<file path="src/rtl/fib_bcd_converter.sv">
// -----------------------------------------------------------------------------
// fib_bcd_converter
//
// Purpose:
//   Converts one unsigned binary value (typically a Fibonacci result from
//   fibonacci_series) into packed BCD using a sequential shift-add-3
//   (double-dabble) engine, one bit per clock. Valid/ready handshakes on both
//   sides; a single conversion is in flight at a time.
//
// Parameters:
//   BIN_W   width of the binary input (default 20)
//   DIGITS  number of BCD output digits (default 7); 10^DIGITS must exceed
//           2^BIN_W - 1 or elaboration stops with an error.
//
// Ports:
//   clock      in   rising-edge clock for all state
//   reset      in   asynchronous active-low reset
//   in_valid   in   in_bin holds a value to convert
//   in_ready   out  converter is idle and can accept
//   in_bin     in   binary value, sampled on the accept edge only
//   out_valid  out  out_bcd holds a finished result
//   out_ready  in   consumer takes the result
//   out_bcd    out  packed BCD, digit 0 (units) in bits [3:0]; holds its value
//                   until the next conversion completes
//   busy       out  high while shifting or holding a result
//   out_blank  out  leading-zero flags per digit
//
// Build option:
//   FIB_BCD_BLANK_EN  when defined, out_blank[i] is 1 when digit i and every
//                     digit above it are zero (out_blank[0] is always 0).
//                     Otherwise out_blank is tied to zero.
// -----------------------------------------------------------------------------
module fib_bcd_converter #(
    parameter int BIN_W  = 20,
    parameter int DIGITS = 7
) (
    input  logic                  clock,
    input  logic                  reset,
    input  logic                  in_valid,
    output logic                  in_ready,
    input  logic [BIN_W-1:0]      in_bin,
    output logic                  out_valid,
    input  logic                  out_ready,
    output logic [4*DIGITS-1:0]   out_bcd,
    output logic                  busy,
    output logic [DIGITS-1:0]     out_blank
);

    localparam int CNT_W = $clog2(BIN_W + 1);
    localparam int BCD_W = 4 * DIGITS;

    // Reject digit counts too small to hold the largest input value.
    if ((64'd10 ** DIGITS) <= ((64'd1 << BIN_W) - 64'd1)) begin : g_digits_check
        $error("fib_bcd_converter: DIGITS too small for BIN_W");
    end

    typedef enum logic [1:0] {
        S_IDLE  = 2'd0,
        S_SHIFT = 2'd1,
        S_DONE  = 2'd2
    } state_t;

    state_t             r_state;
    state_t             w_state_next;

    logic [BIN_W-1:0]   r_sr;          // remaining binary bits, MSB first
    logic [BCD_W-1:0]   r_acc;         // BCD accumulator being built
    logic [BCD_W-1:0]   r_out_bcd;     // last finished result
    logic [CNT_W-1:0]   r_cnt;         // bits still to shift

    logic [BCD_W-1:0]   w_adj;         // accumulator after the add-3 step
    logic [BCD_W-1:0]   w_acc_shifted; // accumulator after this iteration
    logic               w_accept;
    logic               w_last;        // this SHIFT iteration is the final one
    logic               w_out_fire;

    assign w_accept   = (r_state == S_IDLE) && in_valid;
    assign w_last     = (r_state == S_SHIFT) && (r_cnt == CNT_W'(1));
    assign w_out_fire = (r_state == S_DONE) && out_ready;

    // Add 3 to every digit >= 5 independently so the following left shift
    // carries correctly into the next decimal digit.
    for (genvar gi = 0; gi < DIGITS; gi++) begin : g_add3
        assign w_adj[4*gi +: 4] = (r_acc[4*gi +: 4] >= 4'd5) ?
                                  (r_acc[4*gi +: 4] + 4'd3) : r_acc[4*gi +: 4];
    end

    assign w_acc_shifted = {w_adj[BCD_W-2:0], r_sr[BIN_W-1]};

    // State register
    always_ff @(posedge clock or negedge reset) begin
        if (!reset) begin
            r_state <= S_IDLE;
        end else begin
            r_state <= w_state_next;
        end
    end

    // Next-state logic
    always_comb begin
        w_state_next = r_state;
        case (r_state)
            S_IDLE:  if (w_accept)   w_state_next = S_SHIFT;
            S_SHIFT: if (w_last)     w_state_next = S_DONE;
            S_DONE:  if (w_out_fire) w_state_next = S_IDLE;
            default:                 w_state_next = S_IDLE;
        endcase
    end

    // Conversion datapath
    always_ff @(posedge clock or negedge reset) begin
        if (!reset) begin
            r_sr      <= '0;
            r_acc     <= '0;
            r_cnt     <= '0;
            r_out_bcd <= '0;
        end else begin
            if (w_accept) begin
                r_sr  <= in_bin;
                r_acc <= '0;
                r_cnt <= CNT_W'(BIN_W);
            end else if (r_state == S_SHIFT) begin
                r_sr  <= {r_sr[BIN_W-2:0], 1'b0};
                r_acc <= w_acc_shifted;
                r_cnt <= r_cnt - CNT_W'(1);
            end
            // Result register only changes when a conversion finishes.
            if (w_last) begin
                r_out_bcd <= w_acc_shifted;
            end
        end
    end

`ifdef FIB_BCD_BLANK_EN
    logic [DIGITS-1:0] w_blank;
    logic [DIGITS-1:0] r_blank;

    // Chain from the top digit down: a digit is blank only if it and all
    // higher digits are zero. The units digit is never blanked.
    assign w_blank[0] = 1'b0;
    for (genvar gi = 1; gi < DIGITS; gi++) begin : g_blank
        if (gi == DIGITS - 1) begin : g_top
            assign w_blank[gi] = (w_acc_shifted[4*gi +: 4] == 4'd0);
        end else begin : g_mid
            assign w_blank[gi] = (w_acc_shifted[4*gi +: 4] == 4'd0) && w_blank[gi+1];
        end
    end

    always_ff @(posedge clock or negedge reset) begin
        if (!reset) begin
            r_blank <= '0;
        end else if (w_last) begin
            r_blank <= w_blank;
        end
    end

    assign out_blank = r_blank;
`else
    assign out_blank = '0;
`endif

    assign in_ready  = (r_state == S_IDLE);
    assign out_valid = (r_state == S_DONE);
    assign busy      = (r_state != S_IDLE);
    assign out_bcd   = r_out_bcd;

endmodule

</file>
<file path="config.mk">
export PLATFORM = sky130hd
export DESIGN_NAME = fib_bcd_converter
export DESIGN_NICKNAME = d
export VERILOG_FILES = /design/src/rtl/fib_bcd_converter.sv
export SDC_FILE = /design/constraint.sdc
export NUM_CORES = 1
export LEC_CHECK = 0
export CAP_MARGIN = 20
export CORE_ASPECT_RATIO = 0.8
export CORE_MARGIN = 1.5
export CORE_UTILIZATION = 30
export DETAILED_ROUTE_END_ITERATION = 8
export SYNTH_ARGS = -nofsm -noshare
export SYNTH_HDL_FRONTEND = slang
export SYNTH_SLANG_ARGS = --single-unit
export TNS_END_PERCENT = 50
</file>
<file path="constraint.sdc">
create_clock -name clock -period 1.6 [get_ports clock]
set_input_delay 0.16 -clock clock [delete_from_list [all_inputs] [get_ports clock]]
set_output_delay 0.16 -clock clock [all_outputs]
set_load 0.03 [all_outputs]
</file>
# Word-level counts from Yosys, hierarchy flattened
# Index checks and enable logic that the tools add are counted.
dict set report totals {
  regBits 83
  in_bits 24
  wordCells 50
}
dict set report op_classes {
  n_addsub 8
  n_lt_le_gt_ge 7
  n_eq_ne 6
  mux 17
  reduce_logical 7
}
# cell count
set ops {}
lappend ops {{$mux W28} 2}
lappend ops {{$mux W20} 2}
lappend ops {{$ge A4 B3 Y1 const B} 7}
lappend ops {{$add A4 B2 Y4 const B} 6}
lappend ops {{$mux W4} 6}
lappend ops {{$mux W5} 2}
lappend ops {{$mux W2} 3}
lappend ops {{$pmux W2 S3} 1}
lappend ops {{$eq A5 B1 Y1 const B} 1}
lappend ops {{$sub A5 B1 Y5 const B} 1}
lappend ops {{$ne A2 B1 Y1 const B} 2}
lappend ops {{$reduce_bool A2 Y1} 2}
lappend ops {{$add A3 B2 Y3 const B} 1}
lappend ops {{$logic_and A1 B1 Y1} 3}
lappend ops {{$mux W3} 1}
lappend ops {{$reduce_and A3 Y1} 1}
lappend ops {{$eq A2 B1 Y1 const B} 1}
lappend ops {{$eq A2 B2 Y1 const B} 1}
lappend ops {{$logic_not A2 Y1} 1}
lappend ops {{$ne A2 B2 Y1 const B} 1}

# Longest topological paths before layout
# Gate-level depths: netlist (run 1).
dict set report depth {
  depth_word 4
  depth_mapped 8
}

# Least setup slack after synthesis (run 1)
# Ideal clock, no wire load.
dict set report synth_path {
  path_kind {register to register}
  from {reg r_cnt[2]}
  to {reg r_out_bcd[0], in the netlist out_bcd[0]}
  setup_time_ns 0.125
  t_arrival_ns 1.576
  required_ns 1.475
  setup_slack_ns -0.102
  path_stages_with_launch 5
  path_buffers 1
  period_less_slack_ns 1.702
  path_cell_list {dfrtp_1 > or2_1 > or4_4 > buf_6 > mux2_4}
}
dict set report synth_via {
  elab_chain_len 2
}
# element line
set synth_rtl {}
lappend synth_rtl {{start: declaration} 69} ;# logic [CNT_W-1:0] r_cnt;
lappend synth_rtl {{start signal: assignment} 121} ;# r_cnt <= CNT_W'(BIN_W);
lappend synth_rtl {{start signal: assignment} 125} ;# r_cnt <= r_cnt - CNT_W'(1);
lappend synth_rtl {{$eq A5 B1 Y1} 78} ;# assign w_last = (r_state == S_SHIFT) && (r_cnt == CNT_W'(1));
lappend synth_rtl {{$logic_and A1 B1 Y1} 78}
lappend synth_rtl {{end signal: assignment} 129} ;# r_out_bcd <= w_acc_shifted;
lappend synth_rtl {{end: declaration} 68} ;# logic [BCD_W-1:0] r_out_bcd;
# No other way between the ends.
# A chain may end at the register's enable or synchronous reset.

# Final worst setup path (run 1)
dict set report layout_path {
  from {reg r_cnt[1]}
  to {reg r_out_bcd[25], in the netlist out_bcd[25]}
}
# Same word-level chain as after synthesis.

==> flow_summary_export.csv, run 1 <==
group,metric,value,unit
critical_path,crit_path_end,"out_bcd[25]",
global_route,grt_pass1_vias,3363,
floorplan,rows,38,
critical_path,critPathKind,"reg2reg",
finish,ff_latch_area,2080,µm²
floorplan,io_pins,62,
min_path,hp-class,"in2async",
placement,gp_congestion,0.769,
yosys,synth_ff_type,"dfrtp_1",
critical_path,cp-start-kind,"register",
yosys,synth_cells,422,
global_route,grt_max_degree,35,
placement,hpwlAfterDp,6.25,mm
critical_path,max_stage_delay,540,ps
finish,final_layout_size_suffix_gt1_frac,0.216,
finish,nets,553,
finish,syn_to_final_growth,37.4,%
critical_path,reg2reg_to,"out_bcd[25]",
route,ant_nets,0,
sta,rsz0062_at_grt,"yes",
critical_path,required,1820,ps
route,wl,9.85,mm
yosys,ys_ff_latch,83,
placement,dp_cells,672,
sta,setup_viol,27,
floorplan,initial_core_util,0.306,
critical_path,path_cells,"inv_2 -> ha_4 -> nand2_2 -> or4_4 -> buf_12 -> mux2_4",
critical_path,cp_max_fo,17,
route,first_pass_iters,4,
yosys,yosys.area.top_type_share,0.503,
yosys,yosysSeqAreaShare,0.503,
critical_path,end_kind,"register",
sta,clock.fmax,557,MHz
yosys,yosys_warnings,0,
power,cellPowerDensity,2180,nW/µm²
yosys,synth_cell_types,30,
global_route,grt-ovfl-total,0,
clock_tree,htreeDepth,3,
route,drc,0,
clock_tree,tritoncts,"done",
finish,multi_input_area,1980,µm²
yosys,synth_edf_count,0,
clock_tree,clock_latency,340,ps
power,peakVddDrop,0.702,mV
finish,final.fill_count,1301,
critical_path,rr_startpoint,"r_cnt[1]",
clock_tree,cts.sinks,83,
yosys,syn_avg_cell_area,9.79,µm²
job,drv_cap,0,
route,drt_iter0_drc,238,
floorplan,die_h,108,µm
sta,fin_crit,1800,ps
critical_path,cp_slowest_cell,"or4_4",
yosys,synth-async-reset-ratio,1.00,
critical_path,rr_worst_depth,6,
global_route,grt_pass1_wl,16.4,mm
route,dr_total_vias,3403,
critical_path,startpoint,"r_cnt[1]",
floorplan,fp.coreArea,13500,µm²
global_route,antenna_found_initial,0,
finish,instances_no_fill,698,
global_route,track_usage,0.143,
power,p_leak,2.56,nW
sta,report.final.slew_viol_count,0,
sta,setup_ws,-196,ps
critical_path,arrival,2020,ps
clock_tree,clk_pin_slew,60,ps
clock_tree,cts.path.max_buffers,2,
yosys,yosys.area.top_type,"dfrtp_1",
clock_tree,root_buffer,"clkbuf_16",
floorplan,die_w,134,µm
sta,fin_crit_sh,1.12,
finish,diodes,0,
status,status,"complete, but fails checks",
sta,skew,7.30,ps
critical_path,reg2reg_setup_slack,-200,ps
yosys,synthTopCellsByArea,"dfrtp_1 (50%), o21ai_0 (7.3%), ha_1 (4.8%), a21oi_1 (4.7%), nand2_1 (4.3%)",
sta,hold_viol_final,0,
placement,port_buffers,54,
clock_tree,numCtsBuffers,9,
route,wl_per_cell,14.1,µm
floorplan,die_area,14500,µm²
yosys,syn-cell-area,4130,µm²
route,viasPerCell,4.88,
status,failed_checks,"setup timing",
power,power,12.4,mW
[per-stage QoR]
step	util	setup TNS [ps]	hold slack, ps	instance area [µm²]	setup WS (ps)
after global placement	0.377	-1910	114	5090	-152
final	0.420	-3440	288	5670	-196
after floorplan	-	-1090	-136	4160	-91.4
after CTS	0.407	-3360	293	5500	-159
after global routing	0.420	-4810	313	5670	-230
after detailed placement	0.377	-2290	116	5090	-161
[registers in the layout (all words and copies together) (netlist names)]
| signal | flops |
|---|---|
| r_cnt | 5 |
| r_state | 2 |
| r_sr | 20 |
| r_acc | 28 |
| out_bcd | 28 |
[repair_timing]
item	in CTS	in global routing
gates cloned	1	2
pin swaps	2	9
hold buffers	1	0
endpoints found under the setup margin	34	51
gates resized for setup	14	46
endpoints found under the hold margin	24	0
setup buffers	2	5
[power by group]
part	total [mW]	internal [mW]	leakage [nW]	switching, mW
registers	3.87	3.07	1.06	0.808
logic	6.26	3.01	1.34	3.25
clock network	2.25	1.41	0.155	0.846
[how the worst min path moves through the flow]
| stage | from | slack, ps | to | cells past startpoint |
|---|---|---|---|---|
| 2_1_floorplan | reset | -140 | out_bcd[0] | 0 |
| 3_3_place_gp | reset | 110 | out_bcd[17] | 1 |
| 3_5_place_dp | reset | 120 | out_bcd[17] | 1 |
| 4_1_cts | reset | 290 | r_acc[16] | 2 |
| 5_1_grt | reset | 310 | out_bcd[17] | 2 |
| 6_report | reset | 290 | out_bcd[17] | 2 |
[layout make-up]
class                      count  area share
timing repair buffer         103       0.175
multi-input combinational    298       0.349
inverter                      18      0.0119
clock buffer                  10      0.0421
sequential                    83       0.366
clock inverter                 6      0.0157
tap                          180      0.0397
[Yosys cell counts (10+ instances only)]
cell and instances:
dfrtp_1 83, o21ai_0 60, nand2_1 47, a21oi_1 39, nor2b_1 21, a22oi_1 19
clkbuf_1 19, inv_1 18, ha_1 16, nor3b_1 13, nand3_1 11, o21ai_1 10
[critical path, delay by kind of cell, from the launching register on]
kind | cells | cell delay [ps]
and+or+nand+nor | 2 | 590
DFF | 1 | 390
muxes | 1 | 290
buffers and inverters | 2 | 270
adders and majority gates | 1 | 130
[placed cells by master, fill, tap and decap left out, types with 8 or more instances in the layout]
master / instances
dfrtp_1: 82
nand2b_1: 8
clkdlybuf4s50_1: 46
o21ai_0: 44
ha_1: 14
nor2b_1: 20
inv_1: 17
mux2_4: 13
nor3b_1: 13
clkbuf_16: 10
o21ai_1: 15
nand3_1: 11
a21oi_1: 32
nand2_1: 44
o21ai_2: 11
a22oi_1: 19
nor3_1: 8
buf_4: 42
[per-layer routing]
metal / global-route usage / vias to the layer above / share of wire
met1: 0.189 / 1677 / 0.47
met5: 0 / - / 0
li1: - / 1646 / -
met3: 0.0356 / 15 / 0.043
met4: 0.0561 / 0 / 0.017
met2: 0.225 / 65 / 0.47
[cells by family after synthesis]
| family | count (synthesis) | synth area share |
|---|---|---|
| buf+inv | 47 | 0.0527 |
| xor+xnor | 8 | 0.0170 |
| flops | 83 | 0.503 |
| other cells | 1 | 0.000908 |
| compound gates | 137 | 0.186 |
| fa+ha+maj | 16 | 0.0485 |
| mux | 15 | 0.0482 |
| simple gates | 115 | 0.144 |
(Power assumes the default switching activity.)
==> inputs of run 2 (changes only) <==
--- a/config.mk
+++ b/config.mk
@@ -13,4 +13,4 @@
 export SYNTH_ARGS = -nofsm -noshare
 export SYNTH_HDL_FRONTEND = slang
 export SYNTH_SLANG_ARGS = --single-unit
-export TNS_END_PERCENT = 50
+export TNS_END_PERCENT = 1
==> run 2 against run 1 <==
Net effect: the flow still finishes with violations (setup timing); global-route usage is 0.29 points lower; cell count is 1.0% lower; clock-buffer cell count stayed put; critical path type unchanged; fmax is 2.1% higher; die area stayed put; sequential power hardly changed; largest power group unchanged; worst hold slack worse by 5.6 ps; design area is 1.6% lower; setup slack better by 36 ps.
==> flow_summary_export.csv, run 2 (synthesis gave the netlist of run 1 again) <==
group,metric,value,unit
status,status,"complete, but fails checks",
status,failed_checks,"setup timing",
clock_tree,clock_latency,340,ps
finish,mostFrequentLayoutCells,"dfrtp_1 (82), o21ai_0 (47), clkdlybuf4s50_1 (46)",
clock_tree,clk_pin_slew,60,ps
sta,fin_setup_tns,-3100,ps
placement,pre_cts_slack,-161,ps
placement,hpwlAfterDp,6.25,mm
finish,syn_to_final_growth,35.2,%
global_route,track_usage,0.140,
job,drv_cap,0,
critical_path,startpoint,"r_cnt[2]",
route,ant_nets,0,
sta,report.final.slew_viol_count,0,
clock_tree,cts.sinks,83,
route,first_pass_iters,4,
min_path,hp-class,"in2async",
global_route,grt_max_degree,39,
clock_tree,cts.path.max_buffers,2,
route,dr_total_vias,3304,
power,peakVddDrop,0.708,mV
critical_path,rr_startpoint,"r_cnt[2]",
finish,nets,546,
clock_tree,htreeDepth,3,
route,drt_iter0_drc,238,
critical_path,critPathKind,"reg2reg",
floorplan,fp.coreArea,13500,µm²
finish,layout_commonest_cell,"dfrtp_1",
finish,final_layout_size_suffix_gt1_frac,0.188,
route,wl,9.59,mm
power,cellPowerDensity,2180,nW/µm²
placement,gp_congestion,0.769,
critical_path,end_kind,"register",
route,drc,0,
power,power,12.2,mW
global_route,grt-ovfl-total,0,
critical_path,cp-start-kind,"register",
clock_tree,tritoncts,"done",
floorplan,die_w,134,µm
floorplan,die_area,14500,µm²
finish,diodes,0,
critical_path,rr_worst_depth,4,
sta,skew,7.73,ps
power,p_leak,2.52,nW
sta,setup_viol,29,
clock_tree,root_buffer,"clkbuf_16",
sta,fin_crit,1760,ps
critical_path,reg2reg_setup_slack,-160,ps
sta,rsz0062_at_grt,"yes",
floorplan,io_pins,62,
route,wl_per_cell,13.9,µm
floorplan,initial_core_util,0.306,
sta,fin_crit_sh,1.10,
critical_path,arrival,1980,ps
floorplan,rows,38,
global_route,antenna_found_initial,0,
placement,port_buffers,54,
floorplan,die_h,108,µm
sta,setup_ws,-159,ps
sta,clock.fmax,568,MHz
critical_path,cp_max_fo,19,
sta,hold_viol_final,0,
global_route,grt_pass1_wl,16.1,mm
critical_path,required,1820,ps
global_route,grt_pass1_vias,3329,
clock_tree,numCtsBuffers,9,
route,viasPerCell,4.78,
critical_path,reg2reg_to,"out_bcd[25]",
==> run 2: cell types whose count changed in the layout (fill, tap and decap cells not counted), moves of 2 or more <==
cell | before | now
o21ai_1 | 15 | 19
mux2_2 | 2 | 4
o21ai_2 | 11 | 4
ha_1 | 14 | 16
o21ai_0 | 44 | 47
mux2_4 | 13 | 11
buf_6 | 5 | 3
buf_4 | 42 | 36
==> run 2: through the flow <==
| stage | hold slack, ps | instance area (µm²) | utilization | instances |
|---|---|---|---|---|
| 2_1_floorplan | -136 | 4160 | - | 428 |
| 3_3_place_gp | 114 | 5090 | 0.377 | 672 |
| 3_5_place_dp | 116 | 5090 | 0.377 | 672 |
| 4_1_cts | 293 | 5460 | 0.404 | 689 |
| 5_1_grt | 313 | 5580 | 0.414 | 691 |
| 6_report | 282 | 5580 | 0.414 | 691 |
==> run 2: repair_timing <==
item / in CTS / in global routing
gates resized for setup: 9 / 34
setup buffers: 0 / 1
pin swaps: 2 / 6
hold buffers: 1 / 0
hold endpoints to repair: 24 / 0
gates cloned: 0 / 1
endpoints found under the setup margin: 34 / 51
==> run 2: cell type report <==
type | instances | area, µm²
inverters | 18 | 67.6
fillers | 1302 | 7920
flip-flops and latches | 83 | 2080
clock buffers | 10 | 239
multi-input cells | 298 | 1940
clock inverters | 6 | 88.8
well taps | 180 | 225
repair buffers | 96 | 946
==> run 2: worst max path at each step <==
stage	cells after the start	end	slack (ps)
floorplan	6	out_bcd[0]	-90
CTS	6	out_bcd[25]	-170
global placement	6	out_bcd[13]	-150
global route	6	out_bcd[4]	-220
detailed placement	6	out_bcd[13]	-160
finish	4	out_bcd[25]	-160
==> run 2: worst max-delay path: stages (launching register included) <==
cell,delay (ps)
dfrtp_1,370
or2_1,250
or4_4,530
buf_12,190
mux2_4,290
==> run 2: metal layers <==
metal | track usage | wire length (µm)
met4 | 0.0561 | 143
met3 | 0.0356 | 362
met1 | 0.185 | 4630
met5 | 0 | 0
met2 | 0.220 | 4460
==> run 2: report_power, final <==
group	total, mW	internal (mW)	switching, mW
clock	2.26	1.41	0.852
sequential	3.87	3.07	0.808
combinational	6.03	2.88	3.15
total	12.2	7.35	4.81
